**src/rtl/core_register_file.sv**
```systemverilog
// rtl/core_register_file.sv - 16-entry architectural register file with auto-incrementing PC
// Indices 0x0-0x2 and 0xE are constants with no storage; 0x3-0xD are general purpose; 0xF is the PC.
module core_register_file #(
    parameter int                    DATA_WIDTH = 16,
    parameter logic [DATA_WIDTH-1:0] PC_RESET   = '0
) (
    input  logic                  clk,
    input  logic                  rst,
    input  logic [3:0]            addr_read,
    input  logic [3:0]            addr_write,
    input  logic [DATA_WIDTH-1:0] data_write,
    input  logic                  write_enable,
    input  logic [DATA_WIDTH-1:0] bus_datain,
    input  logic                  bus_fromin,
    input  logic                  pc_inc,
    output logic [DATA_WIDTH-1:0] data_read,
    output logic [DATA_WIDTH-1:0] pc_out,
    output logic [DATA_WIDTH-1:0] reg_h_out
);

    localparam logic [3:0] IDX_ZERO = 4'h0;
    localparam logic [3:0] IDX_ONE  = 4'h1;
    localparam logic [3:0] IDX_NEG1 = 4'h2;
    localparam logic [3:0] IDX_GP_LO = 4'h3;
    localparam logic [3:0] IDX_GP_HI = 4'hD;
    localparam logic [3:0] IDX_H    = 4'hA;
    localparam logic [3:0] IDX_BUS  = 4'hE;
    localparam logic [3:0] IDX_PC   = 4'hF;

    logic [DATA_WIDTH-1:0] gp_regs [IDX_GP_LO:IDX_GP_HI];
    logic [DATA_WIDTH-1:0] pc;

    logic gp_write;
    logic pc_write;

    assign gp_write = write_enable && (addr_write >= IDX_GP_LO) && (addr_write <= IDX_GP_HI);
    assign pc_write = write_enable && (addr_write == IDX_PC);

    always_ff @(posedge clk) begin
        if (rst) begin
            for (int i = IDX_GP_LO; i <= IDX_GP_HI; i++) begin
                gp_regs[i] <= '0;
            end
        end else if (gp_write) begin
            gp_regs[addr_write] <= data_write;
        end
    end

    // An explicit PC write beats the increment so a jump lands exactly on its target.
    always_ff @(posedge clk) begin
        if (rst) begin
            pc <= PC_RESET;
        end else if (pc_write) begin
            pc <= data_write;
        end else if (pc_inc) begin
            pc <= pc + DATA_WIDTH'(1);
        end
    end

    // No write bypass: a same-cycle write to addr_read shows up only after the edge.
    always_comb begin
        data_read = '0;
        if (bus_fromin) begin
            data_read = bus_datain;
        end else begin
            case (addr_read)
                IDX_ZERO: data_read = '0;
                IDX_ONE:  data_read = DATA_WIDTH'(1);
                IDX_NEG1: data_read = '1;
                IDX_BUS:  data_read = '0;
                IDX_PC:   data_read = pc;
                default:  data_read = gp_regs[addr_read];
            endcase
        end
    end

    assign pc_out    = pc;
    assign reg_h_out = gp_regs[IDX_H];

endmodule

```
**config.mk**
```make
export PLATFORM = sky130hd
export DESIGN_NAME = core_register_file
export DESIGN_NICKNAME = d
export VERILOG_FILES = /design/src/rtl/core_register_file.sv
export SDC_FILE = /design/constraint.sdc
export NUM_CORES = 1
export LEC_CHECK = 0
export ABC_CLOCK_PERIOD_IN_PS = 5300
export CELL_PAD_IN_SITES_DETAIL_PLACEMENT = 0
export CELL_PAD_IN_SITES_GLOBAL_PLACEMENT = 2
export CORE_UTILIZATION = 40
export DETAILED_ROUTE_END_ITERATION = 7
export GPL_TIMING_DRIVEN = 0
export HOLD_SLACK_MARGIN = 0.03
export PLACE_DENSITY = 0.84
export SETUP_SLACK_MARGIN = 0.02
export SLEW_MARGIN = 20
export SYNTH_ARGS = -nofsm -noshare
export SYNTH_HDL_FRONTEND = slang
export SYNTH_SLANG_ARGS = --single-unit
export TNS_END_PERCENT = 20
```
**constraint.sdc**
```tcl
create_clock -name clk -period 5.3 [get_ports clk]
set_input_delay 1.325 -clock clk [delete_from_list [all_inputs] [get_ports clk]]
set_output_delay 1.325 -clock clk [all_outputs]
set_load 0.01 [all_outputs]
```
# == Word level (Yosys, flattened, before mapping) ==
# Memories as Yosys holds them, arrays and structs flattened.
# Cells that the tools add are included.
# totals
reg_bits,16
ramBits,176
inputBits,45
output_inout_bits,48
word_cells,29
n_memories,1
# memory_table
memory,words,width,read_ports,rd_ports_with_merged_regs,wr,line,text
gp_regs,11,16,2,0,11,30,logic [DATA_WIDTH-1:0] gp_regs [IDX_GP_LO:IDX_GP_HI];
# classes
addsub,1
n_lt_le_gt_ge,2
eq_ne,5
mux,12
reduce_logical,7
# ops
cell,count
2-to-1 mux 16 bit,4
case mux 16 bit (4 select lines),1
adder 16 x 1 -> 16 bit (second input constant),1
OR reduction 16 bit,1
equality test 4 bit (second input constant),3
2-to-1 mux 1 bit,6
equality test 4 x 1 -> 1 bit (second input constant),1
equality test 4 x 2 -> 1 bit (second input constant),1
>= comparator 4 x 2 -> 1 bit (second input constant),1
less-or-equal comparator 4 bit (second input constant),1
logical NOT 4 bit,1
2-to-1 mux 4 bit,1
logical AND 1 bit,3
nonzero test 2 bit,1
OR reduction 2 bit,1

# == Longest topological paths before layout ==
# Gate-level depths: netlist of run 1.
# depth
depth_word,8
mapped_depth,7
mapped_depth_nobuf,5

# == Least setup slack after synthesis of run 1 ==
# No wires, ideal clock.
# synth_path
path_kind,input to output
start,input port addr_read[2]
end,output port data_read[10]
arrival_ns,2.583
required_ns,3.975
setup_slack_ns,1.392
stages,6
path_buffers,2
cell_sequence,buf_4 > and3_1 > nor2_1 > buf_2 > a21oi_1 > o41ai_1
# synth_between
elab_chain_cells,4
elab_cells_between_ends,9
cone_classes,4 x eq/ne; 2 x mux; 2 x reduce/logical; 1 x memory
# synth_rtl
item,line,text
start: declaration,9,"input logic [3:0] addr_read,"
"parallel branches: the longest is 2 deep, another holds memory (11 x 16 bit)",n/a,
case mux 16 bit (4 select lines) (*),66,case (addr_read)
2-to-1 mux 16 bit (*),63,if (bus_fromin) begin
end: declaration,16,"output logic [DATA_WIDTH-1:0] data_read,"
# Every way passes the cells marked *.

# == Worst setup path in the final report of run 1 ==
# layout_path
start,input port addr_read[1]
end,output port data_read[6]
# Same word-level chain as after synthesis.

==> out/summary.md, run 1 <==
The logs give 0.44 ns for the clock insertion delay at the later pin of the skew report and 0 for the total of hold buffers inserted after clock tree synthesis. The count of port buffers added during placement came out at 91. No sink is reached through more buffers than the 2 on the longest clock path. The number of max-cap violations is 0. On the final layout, the worst clock skew is 0.00709 ns.

The synthesized design contains 192 register bits. Die area: 24600 um2. The worst setup path is launched from an input port. The synthesized design spends more area on one cell type than any other, namely edfxtp_1.

The setup path with the least slack is of type in -> out. The initial antenna violation count was 0; the buffering stage count on the worst path with inverters included was 4. The flow ran to the end, and the final reports show no timing, DRC or antenna violations.

The logs give 0.584 for the post-synthesis sequential area ratio and 1222 for the post-route non-filler standard cell count. The number of nets in the synthesized netlist is 824. The async set-reset flop share out of synthesis is 0, and the setup slack of the most critical reg-to-reg path is 3.46 ns. The logs give 23500 um2 for the area of the core and 0 for the aggregate global routing overflow. The count of final hold-check violations was 0; the count of fill cells added during filler insertion was 2101.

In this run the critical register-to-register path is launched from pc_out[0]$_SDFFE_PP0P_. The portion of synthesized cell area occupied by the leading cell type was 0.551; the maximum number of pins on one net before global-route repair was 19. The kind of cell with the highest combined delay along the critical path is buffers and inverters.

Yosys printed 0 warnings. TritonCTS built the clock tree. Dividing the detail-routed wire length by the instance count gives 23.1 um. Slowest stage cell on the critical path: clkdlybuf4s50_1. Setup repair after global routing could not meet its margin everywhere.

The floorplan step set the die height to 157 um. The number of nets in the finished design is 936, and the netlist area before placement is 9600 um2. The H-tree depth reported by CTS is 4, and the final routed wirelength across all metal layers is 28.2 mm.

0 antenna diodes ended up in the layout. The tree is rooted in a clkbuf_16. Counting flops with a built-in enable in the synthesized netlist gives 176. The prevailing post-synth register cell is edfxtp_1. The worst slew margin relative to its limit came out at 0.388.

In this design, the critical path's most frequently occurring cell is clkdlybuf4s50_1. The clock group share of total power is 0.371, and the overall global routing resource usage is 0.240. The number of I/O pins came out at 93.

The share of cells above drive strength 1 was 0.116; the worst-case vdd ir drop was 0.000178 V. The share of the clock period used by the worst path came out at 0.987. For the number of clock buffers inserted by TritonCTS, the log shows 17. Based on the critical path, the design can be clocked at up to 191 MHz.

Counting cells, the worst reg-to-reg path comes to 4. The area growth from synthesis to final layout is 21.1%. The run gives 20.4 mm as the half-perimeter wire length of the detailed placement result.

In this run the mean area of a mapped cell was 12.3 um2. The proportion of power drawn by combinational gates was 0.118. The first global-routing pass estimated 41.8 mm of wire.

The tools report the startpoint of the most critical setup path as addr_read[1]. By area the synthesized netlist is led by edfxtp_1 (55%), and2_1 (12%), mux2i_1 (5.8%). For the end-of-flow core utilization, the log shows 0.495.

The count of pins over their slew limit is 0. The sort of element at the end of the critical path is an output pin. The detail route stage leaves a number of antenna-violating nets equal to 0.

The maximum fanout along the worst path came out at 10. After clock tree synthesis, the clock-pin slew on the worst setup and hold paths is 0.07 ns. The analysis attributes to cell leakage a power of 4.22 nW.

Prior to clock tree synthesis, the placed netlist has a worst setup slack of -0.233 ns. Setup violations remaining at the end of the flow were counted as 0. The final worst-path setup slack is 0.0706 ns, and the number of placement rows is 56. The tools report the routed via count as 6501. The capturing instance or port of the critical path was data_read[6].

The number of global-route vias before repair was 6400; the initial core utilization was 0.409. At the pin with the least slew margin, the transition time is 0.911 ns. Counting buffers and inverters, the worst setup path is 8 cells deep.

The logs give 1188 for the placed cell count and 3.90 ns for the arrival time of data at the critical path endpoint. The share of total power consumed by net switching came out at 0.255. The power density over the cells came out at 297 nW/um2. The class of the tightest hold or removal check is reg -> reg. The detailed router's first-iteration violation count came out at 543.

The maximum single-stage delay on the critical path is 0.59 ns, and the minimum clock period is 5.23 ns. In this run the power spent charging and discharging nets is 0.880 mW. For this run, design rule violations remaining after detail routing come to 0.

Yosys mapped the design onto 65 distinct sky130hd cell types. In the routed layout, each cell is associated on average with a via count of 5.32. Walking the worst path, the cells encountered are clkdlybuf4s50_1 -> buf_4 -> and2_0 -> buf_1 -> a32oi_1 -> a22oi_1 -> o31ai_1 -> clkdlybuf4s50_1. The clock sink count was 192. The worst flop-to-flop path endpoint is pc_out[14]$_SDFFE_PP0P_.

In this run the horizontal extent of the chip is 157 um. Number of search-and-repair iterations in the first detailed-routing pass: 7. The congestion estimate from routability-driven global placement came to 0.862. The run gives 0.512 as the part of the power in registers. For the synthesized netlist cell count, the log shows 778.

The run gives 2.57 mW as the cell internal power dissipation. The required time of the worst setup path was 3.97 ns.
[cells by family (layout without fill, tap and decap cells)]
family                   Yosys count  in the layout  share of synthesized area
AND/OR/NAND/NOR                  303            303                      0.186
flip-flops                       192            192                      0.584
AO/OA/AOI/OAI                    124            124                     0.0907
buffers and inverters             77            202                     0.0430
multiplexers                      71             71                     0.0854
XOR/XNOR                          10             10                    0.00913
adder cells (fa/ha/maj)            1              1                    0.00130
[metal layers]
layer | track usage | vias to the layer above | wire length, um | share of wire
li1 | - | 3065 | - | -
met1 | 0.344 | 3193 | 13300 | 0.47
met2 | 0.382 | 223 | 13000 | 0.46
met3 | 0.0396 | 20 | 1630 | 0.058
met4 | 0.0565 | 0 | 312 | 0.011
met5 | 0 | - | 0 | 0
[registers in the layout (all words and copies together) (netlist names)]
signal   flops
gp_regs    176
pc_out      16
[stage by stage]
stage	instance area [um2]	total power [mW]	TNS, ns	hold WS (ns)
finish	11600	3.45	0	0.595
global route	11600	3.54	0	0.618
CTS	11500	3.45	0	0.591
detailed placement	10900	2.19	-1.67	0.580
global placement	10900	2.19	-1.79	0.557
floorplan	9600	1.99	0	0.567
[timing repair]
action / 4_1_cts / 5_1_grt
pin swaps: 0 / 1
gates cloned: 0 / 0
buffers inserted: 0 / 2
setup endpoints to repair: 14 / 13
resized for setup: 12 / 19
[area by class of cell]
type | instances | area, um2 | area share
clock buffer | 17 | 425 | 0.0366
tap | 319 | 399 | 0.0343
sequential | 192 | 5610 | 0.482
multi-input combinational | 509 | 3670 | 0.316
inverter | 11 | 41.3 | 0.00355
timing repair buffer | 93 | 933 | 0.0803
buffer | 66 | 397 | 0.0341
clock inverter | 15 | 149 | 0.0128
[worst min-delay path, stage by stage, from the launching register on]
cell and delay (ns):
dfxtp_1 0.35, o31ai_1 0.10, a311oi_2 0.10
[power by group through the flow]
stage	logic (mW)	clock network [mW]	registers (mW)
floorplan	0.200	0	1.79
global route	0.432	1.34	1.77
detailed placement	0.392	0	1.80
finish	0.406	1.28	1.76
global placement	0.392	0	1.80
CTS	0.398	1.29	1.76
[how the worst min path moves through the flow]
stage	start	to	slack [ns]	depth (start not counted)
floorplan	pc_out[14]$_SDFFE_PP0P_	pc_out[14]$_SDFFE_PP0P_	0.57	2
global placement	pc_out[14]$_SDFFE_PP0P_	pc_out[14]$_SDFFE_PP0P_	0.56	2
detailed placement	pc_out[14]$_SDFFE_PP0P_	pc_out[14]$_SDFFE_PP0P_	0.58	2
CTS	pc_out[14]$_SDFFE_PP0P_	pc_out[14]$_SDFFE_PP0P_	0.59	2
global route	pc_out[14]$_SDFFE_PP0P_	pc_out[14]$_SDFFE_PP0P_	0.62	2
finish	pc_out[14]$_SDFFE_PP0P_	pc_out[14]$_SDFFE_PP0P_	0.59	2
[synth_stat cells, drive strengths merged, types with 7 or more instances]
| cell | n |
|---|---|
| mux2i | 56 |
| o22ai | 11 |
| a21oi | 37 |
| clkbuf | 38 |
| a211oi | 12 |
| a22oi | 16 |
| a32oi | 8 |
| nand2 | 30 |
| mux4 | 8 |
| nor2 | 29 |
| edfxtp | 176 |
| mux2 | 7 |
| and2 | 178 |
| o31ai | 11 |
| buf | 28 |
| nand3 | 9 |
| or2 | 12 |
| xor2 | 9 |
| nor2b | 7 |
| dfxtp | 16 |
| inv | 11 |
[cell usage in the layout (no fill, tap or decap), drive strengths merged, types with 2 or more instances in the layout]
master	count
and2	178
edfxtp	176
clkdlybuf4s50	88
mux2i	56
clkbuf	56
a21oi	37
nand2	30
nor2	29
buf	29
inv	19
dfxtp	16
a22oi	16
a211oi	12
or2	12
o31ai	11
o22ai	11
nand3	9
xor2	9
mux4	8
a32oi	8
nor2b	7
mux2	7
a2bb2oi	6
and3	6
a311oi	6
o41ai	6
nor3	5
clkinv	5
nand2b	4
nand4	4
nor3b	4
dlymetal6s2s	3
and4	3
o21ai	3
and4b	2
or4	2
or3	2
nor4	2
No activity file was read; power rests on OpenSTA's default activity.
==> run 2, diff against run 1 <==
--- a/config.mk
+++ b/config.mk
@@ -8,12 +8,15 @@
 export ABC_CLOCK_PERIOD_IN_PS = 5300
 export CELL_PAD_IN_SITES_DETAIL_PLACEMENT = 0
 export CELL_PAD_IN_SITES_GLOBAL_PLACEMENT = 2
+export CORE_ASPECT_RATIO = 0.6
 export CORE_UTILIZATION = 40
 export DETAILED_ROUTE_END_ITERATION = 7
 export GPL_TIMING_DRIVEN = 0
 export HOLD_SLACK_MARGIN = 0.03
+export MAX_ROUTING_LAYER = met4
 export PLACE_DENSITY = 0.84
 export SETUP_SLACK_MARGIN = 0.02
+export SKIP_CTS_REPAIR_TIMING = 1
 export SLEW_MARGIN = 20
 export SYNTH_ARGS = -nofsm -noshare
 export SYNTH_HDL_FRONTEND = slang
==> out/summary.md, run 2 (synthesis results as in run 1) <==
For the placer congestion estimate, the log shows 0.898 (+4.3%). Arrival time of data at the critical path endpoint: 3.91 ns (about the same). The tools report the aggregate global routing overflow as 0 (unchanged). The half-perimeter wire length of the detailed placement result came out at 22.3 mm (+9.6%).

The number of nets still failing antenna checks after routing came out at 0 (unchanged). The count of final hold-check violations was 0 (unchanged); the post-route non-filler standard cell count was 1218 (-0.33%). The maximum fanout along the worst path was 10 (unchanged); the clock transition at the register clock pins on the worst setup and hold paths after CTS was 0.07 ns (about the same). The wire length of the first global-routing pass was 43.1 mm (+3.3%); the die boundary height was 122 um (-22%). The number of placement rows came out at 43 (-23%).

The tools report the initial antenna violation count as 1 (+1). TritonCTS built the clock tree. The worst clock skew on the final layout was 0.00440 ns (-0.00269 ns); the number of clock buffers inserted by TritonCTS was 17 (unchanged). The number of flip-flops in the largest register was 176 (unchanged); the area growth from synthesis to final layout was 21.6%. The logs give 23300 um2 (-0.75%) for the area of the core and 696 (+28%) for the detailed router's first-iteration violation count. The logs give 192 (unchanged) for the clock sink count and 0.000225 V (+27%) for the worst-case vdd ir drop. The share of the clock period used by the worst path was 0.988 (+0.00175); the worst slack at placement was -0.405 ns (-0.173 ns). For the met1 usage, the log shows 0.397 (+0.0536).

The power density over the cells works out to 301 nW/um2 (+1.3%). Setup repair after global routing could not meet its margin everywhere. The detailed-route wire length per cell was 24.8 um (+7.4%). The count of endpoints failing setup in the final report is 0 (unchanged). The count of pins over their slew limit came out at 0 (unchanged). The run gives 0 (unchanged) as the number of max-cap violations. The run finished with clean final reports. For the upper clock frequency limit, the log shows 191 MHz (-0.18%).

For the worst slew margin relative to its limit, the log shows 0.267 (-0.121). The required time of the worst setup path was 3.97 ns (about the same); the reported leakage power was 4.22 nW (+0.22%). Most flop-heavy register: gp_regs. The actual slew at the worst max-slew pin works out to 1.09 ns (+0.180 ns). The startpoint of the most critical setup path is addr_read[1].

The area of all placed cells without fillers was 11700 um2 (+0.43%); the routed via count was 6805 (+4.7%). In the layout the commonest cells are and2_1 (177), edfxtp_1 (176), clkdlybuf4s50_1 (88). The via-per-instance ratio works out to 5.59 (+5.0%). The total negative setup slack is 0 ns (unchanged), and the path depth of the worst reg2reg path is 4 (unchanged).

The startpoint identified for the worst hold timing path is pc_out[14]$_SDFFE_PP0P_. The final worst-path setup slack was 0.0613 ns (-0.00929 ns); the number of search-and-repair iterations in the first detailed-routing pass was 7 (unchanged). The count of port buffers added during placement was 91 (unchanged). Met2 routing resource usage after global routing: 0.322 (-0.0596). Overall die width: 202 um (+29%).

The startpoint class of the critical path was an input port. The clock insertion delay at the later pin of the skew report is 0.45 ns (about the same), and the placed cell count is 1184 (-0.34%). The final routed wirelength across all metal layers is 30.2 mm (+7.1%). The logs give 10900 um2 (about the same) for the placed cell area and 0 (unchanged) for the number of antenna diodes. Number of global-route vias before repair: 6152 (-3.9%). The number of I/O pins was 93 (unchanged). The maximum number of pins on one net before global-route repair came out at 18 (-1).

The buffer cell driving the clock tree root was clkbuf_16. The logs give 0.412 (+0.00310) for the initial core utilization and 4 (unchanged) for the H-tree depth reported by CTS. The tools report the die area as 24600 um2 (about the same). The launch point of the worst reg-to-reg path was pc_out[0]$_SDFFE_PP0P_.

The number of nets in the finished design was 936 (unchanged); the share of cells above drive strength 1 was 0.123 (+0.00664). The global routing's busiest layer is met1. The overall global routing resource usage came out at 0.258 (+0.0179). The worst setup path is captured at an output pin. The worst hold path stage count is 2 (unchanged). The run gives 3.51 mW (+1.8%) as the total design power. Kind of critical path: in -> out. The minimum clock period is 5.24 ns (+0.00929 ns). The tools report the met3 routing resource usage after global routing as 0.0773 (+0.0377). Leaving out fill and tap cells, the most frequent cell in the layout is and2_1.

The DRC violation count after routing is 0 (unchanged), and the largest buffer count on any clock path is 2 (unchanged). The path class of the tightest hold or removal check is reg -> reg.
## run 2: cell type report
type / count / area [um2]
inverters: 11 / 41.3
clock inverters: 14 / 153
plain buffers: 66 / 392
fillers: 2065 / 11600
repair buffers: 93 / 933
clock buffers: 18 / 429
multi-input cells: 509 / 3720
well taps: 315 / 394
flip-flops and latches: 192 / 5610
## run 2: path summary, 6_finish.rpt
check / end / slack (ns)
max reg2reg: pc_out[14]$_SDFFE_PP0P_ / 3.42
max: data_read[11] / 0.06
min reg2reg: pc_out[14]$_SDFFE_PP0P_ / 0.59
min: pc_out[14]$_SDFFE_PP0P_ / 0.59
## run 2: critical path, stage by stage
cell and delay (ns):
clkdlybuf4s50_1 0.52, buf_4 0.24, buf_4 0.21, nand3b_1 0.26, a211oi_1 0.12, a311o_1 0.33, o41ai_4 0.28, clkdlybuf4s50_1 0.60
## run 2: per-layer routing
metal | wire (um) | vias up
met5 | 0 | -
met4 | 316 | 0
met3 | 2720 | 22
met2 | 11800 | 288
met1 | 15400 | 3414
li1 | - | 3081
## run 2: power breakdown
group	leakage, nW	switching (mW)	internal [mW]
registers	1.81	0.0336	1.73
clock network	0.287	0.610	0.704
logic	2.13	0.254	0.174
## run 2: through the flow
stage / utilization / hold WS [ns]
detailed placement: 0.468 / 0.577
CTS: 0.493 / 0.586
global route: 0.501 / 0.614
global placement: 0.468 / 0.575
floorplan: - / 0.567
finish: 0.501 / 0.585
